===== src/rtl/cbus_arbiter.sv =====
// Round-robin arbiter merging the instruction- and data-side cbus masters onto one
// downstream cbus port; a grant is held for a whole burst and responses go back to the owner.
module cbus_arbiter #(
    parameter int unsigned NUM_MASTERS = 2,
    parameter int unsigned ADDR_W      = 64,
    parameter int unsigned DATA_W      = 64,
    parameter int unsigned LEN_W       = 4
) (
    input  logic                          clk,
    input  logic                          reset,
    input  logic [NUM_MASTERS-1:0]        m_valid,
    input  logic [NUM_MASTERS-1:0]        m_is_write,
    input  logic [NUM_MASTERS*ADDR_W-1:0] m_addr,
    input  logic [NUM_MASTERS*3-1:0]      m_size,
    input  logic [NUM_MASTERS*8-1:0]      m_strobe,
    input  logic [NUM_MASTERS*DATA_W-1:0] m_data,
    input  logic [NUM_MASTERS*LEN_W-1:0]  m_len,
    output logic [NUM_MASTERS-1:0]        m_ready,
    output logic [NUM_MASTERS-1:0]        m_last,
    output logic [NUM_MASTERS*DATA_W-1:0] m_rdata,
    output logic                          o_valid,
    output logic                          o_is_write,
    output logic [ADDR_W-1:0]             o_addr,
    output logic [2:0]                    o_size,
    output logic [7:0]                    o_strobe,
    output logic [DATA_W-1:0]             o_data,
    output logic [LEN_W-1:0]              o_len,
    input  logic                          o_ready,
    input  logic                          o_last,
    input  logic [DATA_W-1:0]             o_rdata
);

    localparam int unsigned SEL_W = (NUM_MASTERS > 1) ? $clog2(NUM_MASTERS) : 1;

    localparam logic [0:0] IDLE = 1'b0;
    localparam logic [0:0] BUSY = 1'b1;

    logic [0:0]       state;
    logic [0:0]       state_nxt;
    logic [SEL_W-1:0] sel;
    logic [SEL_W-1:0] sel_nxt;
    logic [SEL_W-1:0] rr_last;
    logic [SEL_W-1:0] rr_last_nxt;
    logic [SEL_W-1:0] winner;
    logic             found;

    // Round-robin scan starting just after the last-served master
    always_comb begin
        int unsigned idx;
        winner = '0;
        found  = 1'b0;
        idx    = 0;
        for (int unsigned k = 1; k <= NUM_MASTERS; k++) begin
            idx = (32'(rr_last) + k) % NUM_MASTERS;
            if (!found && m_valid[SEL_W'(idx)]) begin
                found  = 1'b1;
                winner = SEL_W'(idx);
            end
        end
    end

    // Next-state and bus routing; everything is quiet outside BUSY
    always_comb begin
        state_nxt   = state;
        sel_nxt     = sel;
        rr_last_nxt = rr_last;
        o_valid     = 1'b0;
        o_is_write  = 1'b0;
        o_addr      = '0;
        o_size      = '0;
        o_strobe    = '0;
        o_data      = '0;
        o_len       = '0;
        m_ready     = '0;
        m_last      = '0;
        m_rdata     = '0;

        case (state)
            IDLE: begin
                if (found) begin
                    state_nxt = BUSY;
                    sel_nxt   = winner;
                end
            end
            BUSY: begin
                o_valid    = m_valid[sel];
                o_is_write = m_is_write[sel];
                o_addr     = m_addr[sel*ADDR_W +: ADDR_W];
                o_size     = m_size[sel*3 +: 3];
                o_strobe   = m_strobe[sel*8 +: 8];
                o_data     = m_data[sel*DATA_W +: DATA_W];
                o_len      = m_len[sel*LEN_W +: LEN_W];
                m_ready[sel]                   = o_ready;
                m_last[sel]                    = o_last;
                m_rdata[sel*DATA_W +: DATA_W]  = o_rdata;
                // Beat counting is left to the downstream model; only the last handshake matters here
                if (o_ready && o_last) begin
                    state_nxt   = IDLE;
                    rr_last_nxt = sel;
                end
            end
            default: state_nxt = IDLE;
        endcase
    end

    always_ff @(posedge clk or negedge reset) begin
        if (!reset) begin
            state   <= IDLE;
            sel     <= '0;
            rr_last <= SEL_W'(NUM_MASTERS - 1);
        end else begin
            state   <= state_nxt;
            sel     <= sel_nxt;
            rr_last <= rr_last_nxt;
        end
    end

endmodule


===== config.mk =====
export PLATFORM = sky130hd
export DESIGN_NAME = cbus_arbiter
export DESIGN_NICKNAME = d
export VERILOG_FILES = /design/src/rtl/cbus_arbiter.sv
export SDC_FILE = /design/constraint.sdc
export NUM_CORES = 1
export LEC_CHECK = 0
export CORE_AREA = 5 5 243 245
export CTS_CLUSTER_DIAMETER = 100
export DETAILED_ROUTE_END_ITERATION = 16
export DIE_AREA = 0 0 248 250
export HOLD_SLACK_MARGIN = 0.12
export SYNTH_ARGS = -nofsm -noshare
export SYNTH_HDL_FRONTEND = slang
export SYNTH_SLANG_ARGS = --single-unit

===== constraint.sdc =====
create_clock -name clk -period 1.8 [get_ports clk]
set_clock_uncertainty 0.2 [all_clocks]
set_input_delay 0.36 -clock clk [delete_from_list [all_inputs] [get_ports clk]]
set_output_delay 0.36 -clock clk [all_outputs]
set_load 0.005 [all_outputs]

==> results of run 1 <==
## through the flow
stage	util (%)	power, mW
2_1_floorplan	-	2.604
5_1_grt	20.86	8.556
4_1_cts	19.93	7.339
3_5_place_dp	18.92	6.019
6_report	20.86	8.058
3_3_place_gp	18.92	5.975
## cell type report
| class | instances | share of cell area [%] |
|---|---|---|
| clock buffers | 4 | 0.6637 |
| inverters | 1 | 0.05268 |
| multi-input cells | 429 | 26.31 |
| flip-flops and latches | 3 | 0.6848 |
| well taps | 765 | 8.059 |
| repair buffers | 784 | 64.23 |
## power groups by stage
stage	sequential [mW]	combinational, mW	clock (mW)
after detailed placement	0.124	5.90	0
after global routing	0.144	8.04	0.369
after floorplan	0.100	2.50	0
after CTS	0.147	6.83	0.359
final	0.139	7.57	0.352
after global placement	0.122	5.85	0
## layout by cell type, fill, tap and decap left out, types with 2 or more instances in the layout
cell	instances
and2_1	46
and2_4	20
and3_1	54
and3_4	12
buf_12	22
buf_16	6
buf_2	115
buf_4	42
buf_6	69
buf_8	22
clkbuf_16	10
clkbuf_2	60
clkdlybuf4s15_1	2
clkdlybuf4s50_1	377
dlygate4sd2_1	5
dlymetal6s2s_1	56
mux2i_1	132
mux2i_2	5
mux2i_4	8
nor2_1	141
nor2_2	3
## worst max-delay path, delay by kind of cell, from the launching register on
| kind | cells | cell delay, ns |
|---|---|---|
| flip-flops | 1 | 0.55 |
| AND/OR/NAND/NOR | 1 | 0.09 |
| buffers and inverters | 6 | 0.77 |
| multiplexers | 1 | 0.18 |
## cells by family after synthesis
family	after synthesis
AOI/OAI and AO/OA	2
buffers and inverters	55
DFF	3
muxes	146
and+or+nand+nor	281
## registers in the layout (all words and copies together) (netlist names)
name,cells
state,1
sel,1
rr_last,1
## routing by layer
layer / part of all wire [%] / global-route usage, %
met5: 0.042 / 0
met4: 2.5 / 2.124
met3: 10 / 2.602
met2: 52 / 15.75
met1: 36 / 8.280
## timing repair
action | in CTS | in global routing
cloned | 7 | 10
endpoints found under the setup margin | 277 | 277
pin swaps | 27 | 56
resized for setup | 493 | 419
setup buffers | 48 | 56
## worst paths after layout
check | to | from | cells past startpoint
worst min register to register | rr_last | rr_last | 1
worst max register to register | rr_last | sel | 5
worst min-delay path | sel | reset | 1
min in group clk | rr_last | rr_last | 1
worst max-delay path | o_data[16] | sel | 8
max in group asynchronous | rr_last | reset | 1
==> metrics.cfg, run 1 <==
[synth]
ys_seq_area_share_pct=2.255
ys_ff_latch=3
synth_commonest_cells=mux2i_1 (145), nor2_1 (145), and2_1 (66), and3_1 (66), clkbuf_1 (17)
syn_area_per_cell_um2=6.950
syn-num-nets=845
synth_edf_count=0
synth-xor-area-share_pct=0
yosysTopAreaCellShare_pct=42.88
syn_inst=487
ys_warn_count=0
synth_top_area_cell=mux2i_1
synthMuxAreaShare_pct=43.22
netlist_area_mm2=0.003384
synth_fa_ha_area_share_pct=0
ys_types=21
async_flop_share_pct=100.0
synth-compound-area-share_pct=0.5545
synth_top_family_by_area=multiplexers
synthSimpleGateAreaFrac_pct=41.33
synth_ff_type=dfrtp_1
ys_top_cells_by_area=mux2i_1 (43%), nor2_1 (16%), and2_1 (12%)

[route]
drt_first_pass_iters=5
route.detailed.drc=0
wl_per_cell_um=15.40
via_count=6442
totalWireLength_mm=30.59
viasPerCell=3.244
first_iter_violations=222
drtAntennaViolNets=0

[clock_network]
clk_root_buffer_cell=clkbuf_16
clockBufferDepth=2
htreeDepth=1
cts_buffers=3
cts_tree=done
clkLatencyLatePin_ns=0.22
hold_buffers=0
clk_pin_slew_worst_paths_ns=0.03
cts_num_sinks=3

[timing]
setup_viol=277
rsz0062_at_grt=yes
tightest_slew_ns=0.2280
slew_headroom_pct=84.37
hold_ws_ns=0.1211
fin_crit_sh_pct=133.3
hold_viol_final=0
drv_slew=0
setup-tns-final_ns=-99.61
layout_min_cycle_time_ns=2.399
max_freq_mhz=416.8
worst_slack_ns=-0.5990

[layout]
nets=1580
seqCellArea_um2=81.33
synthToLayoutAreaGrowth_pct=250.9
fillers=6328
n_antenna_cell=0
design_area_mm2=0.01188
drive_gt1_share_pct=32.92
multiInputGateArea_mm2=0.003124
stdcell_count=1986

[flow_run]
maxCapViolCount=0

[critical_path]
cp_max_fo=8
critical_path_class=reg -> out
crit_top_cell=buf_6
cp-start-kind=flip-flop
critPathMaxStageDelay_ns=0.55
crit_chain=buf_16 > buf_12 > buf_8 > buf_6 > buf_6 > mux2i_4 > nor2_1 > buf_2
critPathRequiredTime_ns=1.24
rrSetupSlack_ns=0.19
end_kind=output port
cp.arrival_ns=1.84
slowest_stage=dfrtp_4

[floorplan]
ios=635
die-area_mm2=0.06200
coreArea_mm2=0.05692
die_y_um=250
start_util_pct=5.946
rows=88
die_w_um=248

[pwr]
p_per_area_mw_per_mm2=678.5
max-vdd-ir-drop_v=0.0003174
swShare_pct=36.11
power_frac_comb_pct=93.9
p_int_mw=5.149
power.switching_mw=2.910
seq_power_share_pct=1.7
clkPwrFrac_pct=4.4
p_leak_nw=6.176

[global_routing]
grt_antenna_before_repair=1
grt_pass1_wl_mm=38.80
grt-ovfl-total=0
grt_pass1_vias=6597
grtUsageTotal_pct=8.127
grt_max_degree=33

[place]
place_worst_setup_slack_ns=-0.5670
port_buffers=634
dp.cells=1877
post-dp-hpwl_mm=23.64
place_area_mm2=0.01077
place_congestion=0.9022

[min_path]
hold_class=in -> async

[run_status]
violations=setup timing
status=finished, violations left

(Power assumes the default switching activity.)
==> inputs of run 2 (changes only) <==
--- a/config.mk
+++ b/config.mk
@@ -5,11 +5,15 @@
 export SDC_FILE = /design/constraint.sdc
 export NUM_CORES = 1
 export LEC_CHECK = 0
-export CORE_AREA = 5 5 243 245
+export CELL_PAD_IN_SITES_DETAIL_PLACEMENT = 1
+export CELL_PAD_IN_SITES_GLOBAL_PLACEMENT = 1
+export CORE_AREA = 5 5 242 244
 export CTS_CLUSTER_DIAMETER = 100
+export CTS_CLUSTER_SIZE = 12
 export DETAILED_ROUTE_END_ITERATION = 16
-export DIE_AREA = 0 0 248 250
+export DIE_AREA = 0 0 247 249
 export HOLD_SLACK_MARGIN = 0.12
+export PLACE_DENSITY_LB_ADDON = 0.1
 export SYNTH_ARGS = -nofsm -noshare
 export SYNTH_HDL_FRONTEND = slang
 export SYNTH_SLANG_ARGS = --single-unit
==> metrics.cfg, run 2 (same netlist as run 1, synthesis figures left out) <==
[critical_path]
cp-start-kind=flip-flop
critPathMaxStageDelay_ns=0.55
crit_top_cell=buf_12
slowest_stage=dfrtp_4
critical_path_class=reg -> out
critPathRequiredTime_ns=1.24
timing.rr.end=sel
cp_max_fo=6
cp.arrival_ns=1.73
end_kind=output port
worstRegToRegCells=5
rrSetupSlack_ns=0.25
rr_startpoint=state
crit_chain=buf_6 > nor2b_4 > buf_12 > buf_12 > buf_12 > buf_16 > and2_4 > buf_6

[clock_network]
clockBufferDepth=2
cts_tree=done
cts_num_sinks=3
clkLatencyLatePin_ns=0.23
cts_buffers=3
clk_root_buffer_cell=clkbuf_16
hold_buffers=0
htreeDepth=1
clk_pin_slew_worst_paths_ns=0.03

[place]
port_buffers=634
place_area_mm2=0.01084
post-dp-hpwl_mm=32.10
dp.cells=1874
place_congestion=0.7548

[timing]
max_freq_mhz=436.1
rsz0062_at_grt=yes
fin_crit_sh_pct=127.4
layout_min_cycle_time_ns=2.293
setup_viol=277
drv_slew=0
worst_slack_ns=-0.4931
tightest_slew_ns=0.2379
slew_headroom_pct=84.12
hold_viol_final=0

[route]
route.detailed.drc=0
totalWireLength_mm=39.27
drt_first_pass_iters=4
wl_per_cell_um=19.93
viasPerCell=3.255
first_iter_violations=70
drtAntennaViolNets=0
via_count=6416

[global_routing]
grt-ovfl-total=0
top_usage_layer=met2
grt_antenna_before_repair=5
met3_usage_pct=2.811
grt_pass1_vias=6619
gr-usage-met2_pct=23.82
grt_pass1_wl_mm=50.71
grtUsageTotal_pct=11.18
grt.met1_usage_pct=10.67
grt_max_degree=38

[pwr]
seq_power_share_pct=1.7
p_int_mw=5.157
power.switching_mw=3.032
power_frac_comb_pct=94.0
p_per_area_mw_per_mm2=693.0
clkPwrFrac_pct=4.4
max-vdd-ir-drop_v=0.0003619
swShare_pct=37.02
p_leak_nw=5.831

[min_path]
hold_class=in -> async

[layout]
top_regs=rr_last: 1 flops, sel: 1 flops, state: 1 flops
final_common_cell=clkdlybuf4s50_1
fillers=6659
seqCellArea_um2=81.33
drive_gt1_share_pct=39.60
multiInputGateArea_mm2=0.003207
stdcell_count=1971
mostFrequentLayoutCells=clkdlybuf4s50_1 (359), nor2_1 (142), mux2i_1 (129)
nets=1571
synthToLayoutAreaGrowth_pct=249.1
design_area_mm2=0.01182

[floorplan]
start_util_pct=6.037
coreArea_mm2=0.05606
rows=87
die-area_mm2=0.06150
die_y_um=249
ios=635
die_w_um=247

[run_status]
status=finished, violations left
violations=setup timing

[flow_run]
maxCapViolCount=0

## run 2: cell types whose count changed in the layout (fill, tap and decap cells not counted), moves of 6 or more
cell	change
clkbuf_2	+16
buf_6	+17
dlymetal6s2s_1	-35
and2_1	-35
and2_4	+35
buf_2	-10
buf_4	+16
clkdlybuf4s50_1	-18
buf_12	+6
buf_8	-7
## run 2: layer usage
layer,wire length [um],share of wire [%],vias to the layer above
met5,0,0,-
met2,23090,59,245
met1,13120,33,3056
li1,-,-,3097
met4,474,1.2,0
met3,2584,6.6,18
## run 2: repair_timing
item,in CTS,in global routing
buffers inserted,20,63
endpoints found under the setup margin,277,277
resized for setup,397,700
pin swaps,0,52
gates cloned,3,12
## run 2: worst max path at each step
stage               start           to  slack, ns  cells past startpoint
finish                sel    m_last[0]      -0.49                      8
global route          sel    m_last[0]      -0.54                      8
CTS                   sel     o_len[1]      -0.60                      5
detailed placement    sel  m_rdata[54]      -0.51                      5
global placement      sel  m_rdata[54]      -0.50                      5
floorplan           state    o_addr[0]       0.23                      4
## run 2: power by group through the flow
stage                     Combinational [mW]  Sequential [mW]  Clock, mW
after floorplan                         2.50            0.100          0
after global placement                  6.38            0.121          0
after detailed placement                6.34            0.122          0
after CTS                               6.42            0.125      0.361
after global routing                    8.24            0.141      0.373
final                                   7.70            0.137      0.356
## run 2: stage by stage
stage	worst slack [ns]	TNS [ns]	total power, mW	hold slack [ns]	util [%]
2_1_floorplan	0.2273	0	2.604	-0.1356	-
3_3_place_gp	-0.5016	-109.64	6.497	0.3681	19.34
3_5_place_dp	-0.5053	-109.99	6.464	0.3633	19.34
4_1_cts	-0.6038	-125.81	6.902	0.1270	19.67
5_1_grt	-0.5399	-105.38	8.756	0.1367	21.08
6_report	-0.4931	-90.48	8.188	0.1255	21.08
## run 2: cell type report
| class | instances | area share, % |
|---|---|---|
| Tap cell | 756 | 8.005 |
| Sequential cell | 3 | 0.6883 |
| Clock buffer | 4 | 0.6671 |
| Antenna cell | 3 | 0.06353 |
| Timing Repair Buffer | 775 | 63.30 |
| Inverter | 1 | 0.1377 |
| Multi-Input combinational cell | 429 | 27.14 |
## run 2: worst max-delay path: cells and delay by family (launching register included)
family                 cells  cell delay, ns
DFF                        1            0.55
buffers and inverters      6            0.70
and+or+nand+nor            2            0.25
==> inputs of run 3 (changes only) <==
--- a/config.mk
+++ b/config.mk
@@ -8,6 +8,7 @@
 export CELL_PAD_IN_SITES_DETAIL_PLACEMENT = 1
 export CELL_PAD_IN_SITES_GLOBAL_PLACEMENT = 1
 export CORE_AREA = 5 5 242 244
+export CTS_BUF_LIST = sky130_fd_sc_hd__clkbuf_4
 export CTS_CLUSTER_DIAMETER = 100
 export CTS_CLUSTER_SIZE = 12
 export DETAILED_ROUTE_END_ITERATION = 16
==> metrics.cfg, run 3 (same netlist as run 1, synthesis figures left out) <==
[run_status]
status=finished, violations left
violations=setup timing

[layout]
final_common_cell=clkdlybuf4s50_1
postLayoutCoreUtil_pct=20.84
fillers=6623
top_regs=rr_last: 1 flops, sel: 1 flops, state: 1 flops
design_area_mm2=0.01168
synthToLayoutAreaGrowth_pct=245.1
nets=1550
drive_gt1_share_pct=30.90
mostFrequentLayoutCells=clkdlybuf4s50_1 (377), nor2_1 (142), mux2i_1 (131)

[critical_path]
critPathMaxStageDelay_ns=0.52
cp_max_fo=6
rr_startpoint=state
crit_chain=buf_4 > clkbuf_16 > buf_4 > mux2i_1 > nor2_2 > buf_2
slowest_stage=dfrtp_4
cp.arrival_ns=1.75
crit_top_cell=buf_4
cp-start-kind=flip-flop
rrSetupSlack_ns=0.31
timing.critical_path.buf_inv=4
timing.rr.end=sel
critPathRequiredTime_ns=1.24
cp_top_family=buffers and inverters
path_depth=6
critical_path_class=reg -> out
end_kind=output port
worstRegToRegCells=4

[place]
port_buffers=634
place_worst_setup_slack_ns=-0.5053
post-dp-hpwl_mm=32.10
place_congestion=0.7548
place_area_mm2=0.01084

[floorplan]
coreArea_mm2=0.05606
rows=87
die_y_um=249
die-area_mm2=0.06150
start_util_pct=6.037
die_w_um=247
ios=635

[clock_network]
cts_num_sinks=3
clkLatencyLatePin_ns=0.24
clockBufferDepth=2
cts_buffers=3
cts_tree=done
clk_pin_slew_worst_paths_ns=0.04
htreeDepth=1
clk_root_buffer_cell=clkbuf_4

[timing]
worst_slack_ns=-0.5084
slew_headroom_pct=84.26
layout_min_cycle_time_ns=2.308
tightest_slew_ns=0.2358
setup-tns-final_ns=-90.84
drv_slew=0
fin_crit_sh_pct=128.2
max_freq_mhz=433.2
rsz0062_at_grt=yes
setup_viol=277
hold_viol_final=0
hold_ws_ns=0.4253

[min_path]
hold_class=reg -> reg
holdPathEnd=rr_last
hold-path-cell-count=1
hold_start=rr_last

[global_routing]
grt-ovfl-total=0
grt_max_degree=38
gr-usage-met2_pct=23.76
grt.met1_usage_pct=10.73
top_usage_layer=met2
grtUsageTotal_pct=11.18
grt_antenna_before_repair=5
grt_pass1_vias=6640
met3_usage_pct=2.811
grt_pass1_wl_mm=50.72

[pwr]
clkPwrFrac_pct=1.9
seq_power_share_pct=1.7
swShare_pct=38.19
power.switching_mw=2.842
max-vdd-ir-drop_v=0.0002505
p_int_mw=4.599
power_frac_comb_pct=96.4
p_leak_nw=6.045
p_per_area_mw_per_mm2=637.1

[route]
route.detailed.drc=0
totalWireLength_mm=38.47
via_count=6286
drtAntennaViolNets=0
viasPerCell=3.224
wl_per_cell_um=19.73
drt_first_pass_iters=4
first_iter_violations=114

[flow_run]
maxCapViolCount=0

-- run 3: changes by cell type in the layout (fill, tap and decap cells not counted), moves of 9 or more --
cell	change
and3_1	+12
and3_4	-12
buf_2	-12
buf_6	-22
clkbuf_16	-9
clkbuf_2	-51
clkdlybuf4s50_1	+18
dlygate4sd2_1	+24
dlymetal6s2s_1	+28
-- run 3: worst max path at each step --
stage               start           end  slack [ns]
floorplan           state     o_addr[0]        0.23
global placement      sel   m_rdata[54]       -0.50
detailed placement    sel   m_rdata[54]       -0.51
CTS                   sel      o_len[1]       -0.61
global route        state  m_rdata[107]       -0.55
finish                sel    o_data[54]       -0.51
-- run 3: what timing repair did --
item / 4_1_cts / 5_1_grt
endpoints found under the setup margin: 277 / 277
pin swaps: 0 / 27
setup buffers: 22 / 43
endpoints found under the hold margin: 2 / 0
cloned: 3 / 7
gates resized for setup: 462 / 475
hold buffers: 1 / 0
-- run 3: area by class of cell --
class | count | area (um2) | area share [%]
Sequential cell | 3 | 81.33 | 0.6962
Inverter | 1 | 16.27 | 0.1392
Timing Repair inverter | 1 | 8.758 | 0.07498
Antenna cell | 3 | 7.507 | 0.06427
Multi-Input combinational cell | 429 | 3115 | 26.67
Timing Repair Buffer | 753 | 7476 | 64.00
Tap cell | 756 | 945.9 | 8.098
Clock buffer | 4 | 30.03 | 0.2571
-- run 3: worst reg2reg max path: stages (launching register included) --
cell	delay, ns
dfrtp_2	0.40
buf_4	0.20
clkinv_8	0.12
buf_16	0.20
a32o_1	0.24
-- run 3: stage by stage --
stage	total power, mW	instances
4_1_cts	6.627	1904
2_1_floorplan	2.604	487
6_report	7.442	1950
5_1_grt	7.993	1950
3_5_place_dp	6.464	1874
3_3_place_gp	6.497	1874
-- run 3: power by group through the flow --
| stage | Clock [mW] | Sequential [mW] | Combinational [mW] |
|---|---|---|---|
| floorplan | 0 | 0.100 | 2.50 |
| global placement | 0 | 0.121 | 6.38 |
| detailed placement | 0 | 0.122 | 6.34 |
| CTS | 0.144 | 0.122 | 6.36 |
| global route | 0.151 | 0.128 | 7.71 |
| finish | 0.139 | 0.126 | 7.18 |
-- run 3: metal layers --
layer	routed length, um	share of wire [%]	up-vias
met5	0	0	-
met4	362	0.94	0
met3	2609	6.8	14
met2	22700	59	237
met1	12800	33	2984
li1	-	-	3051
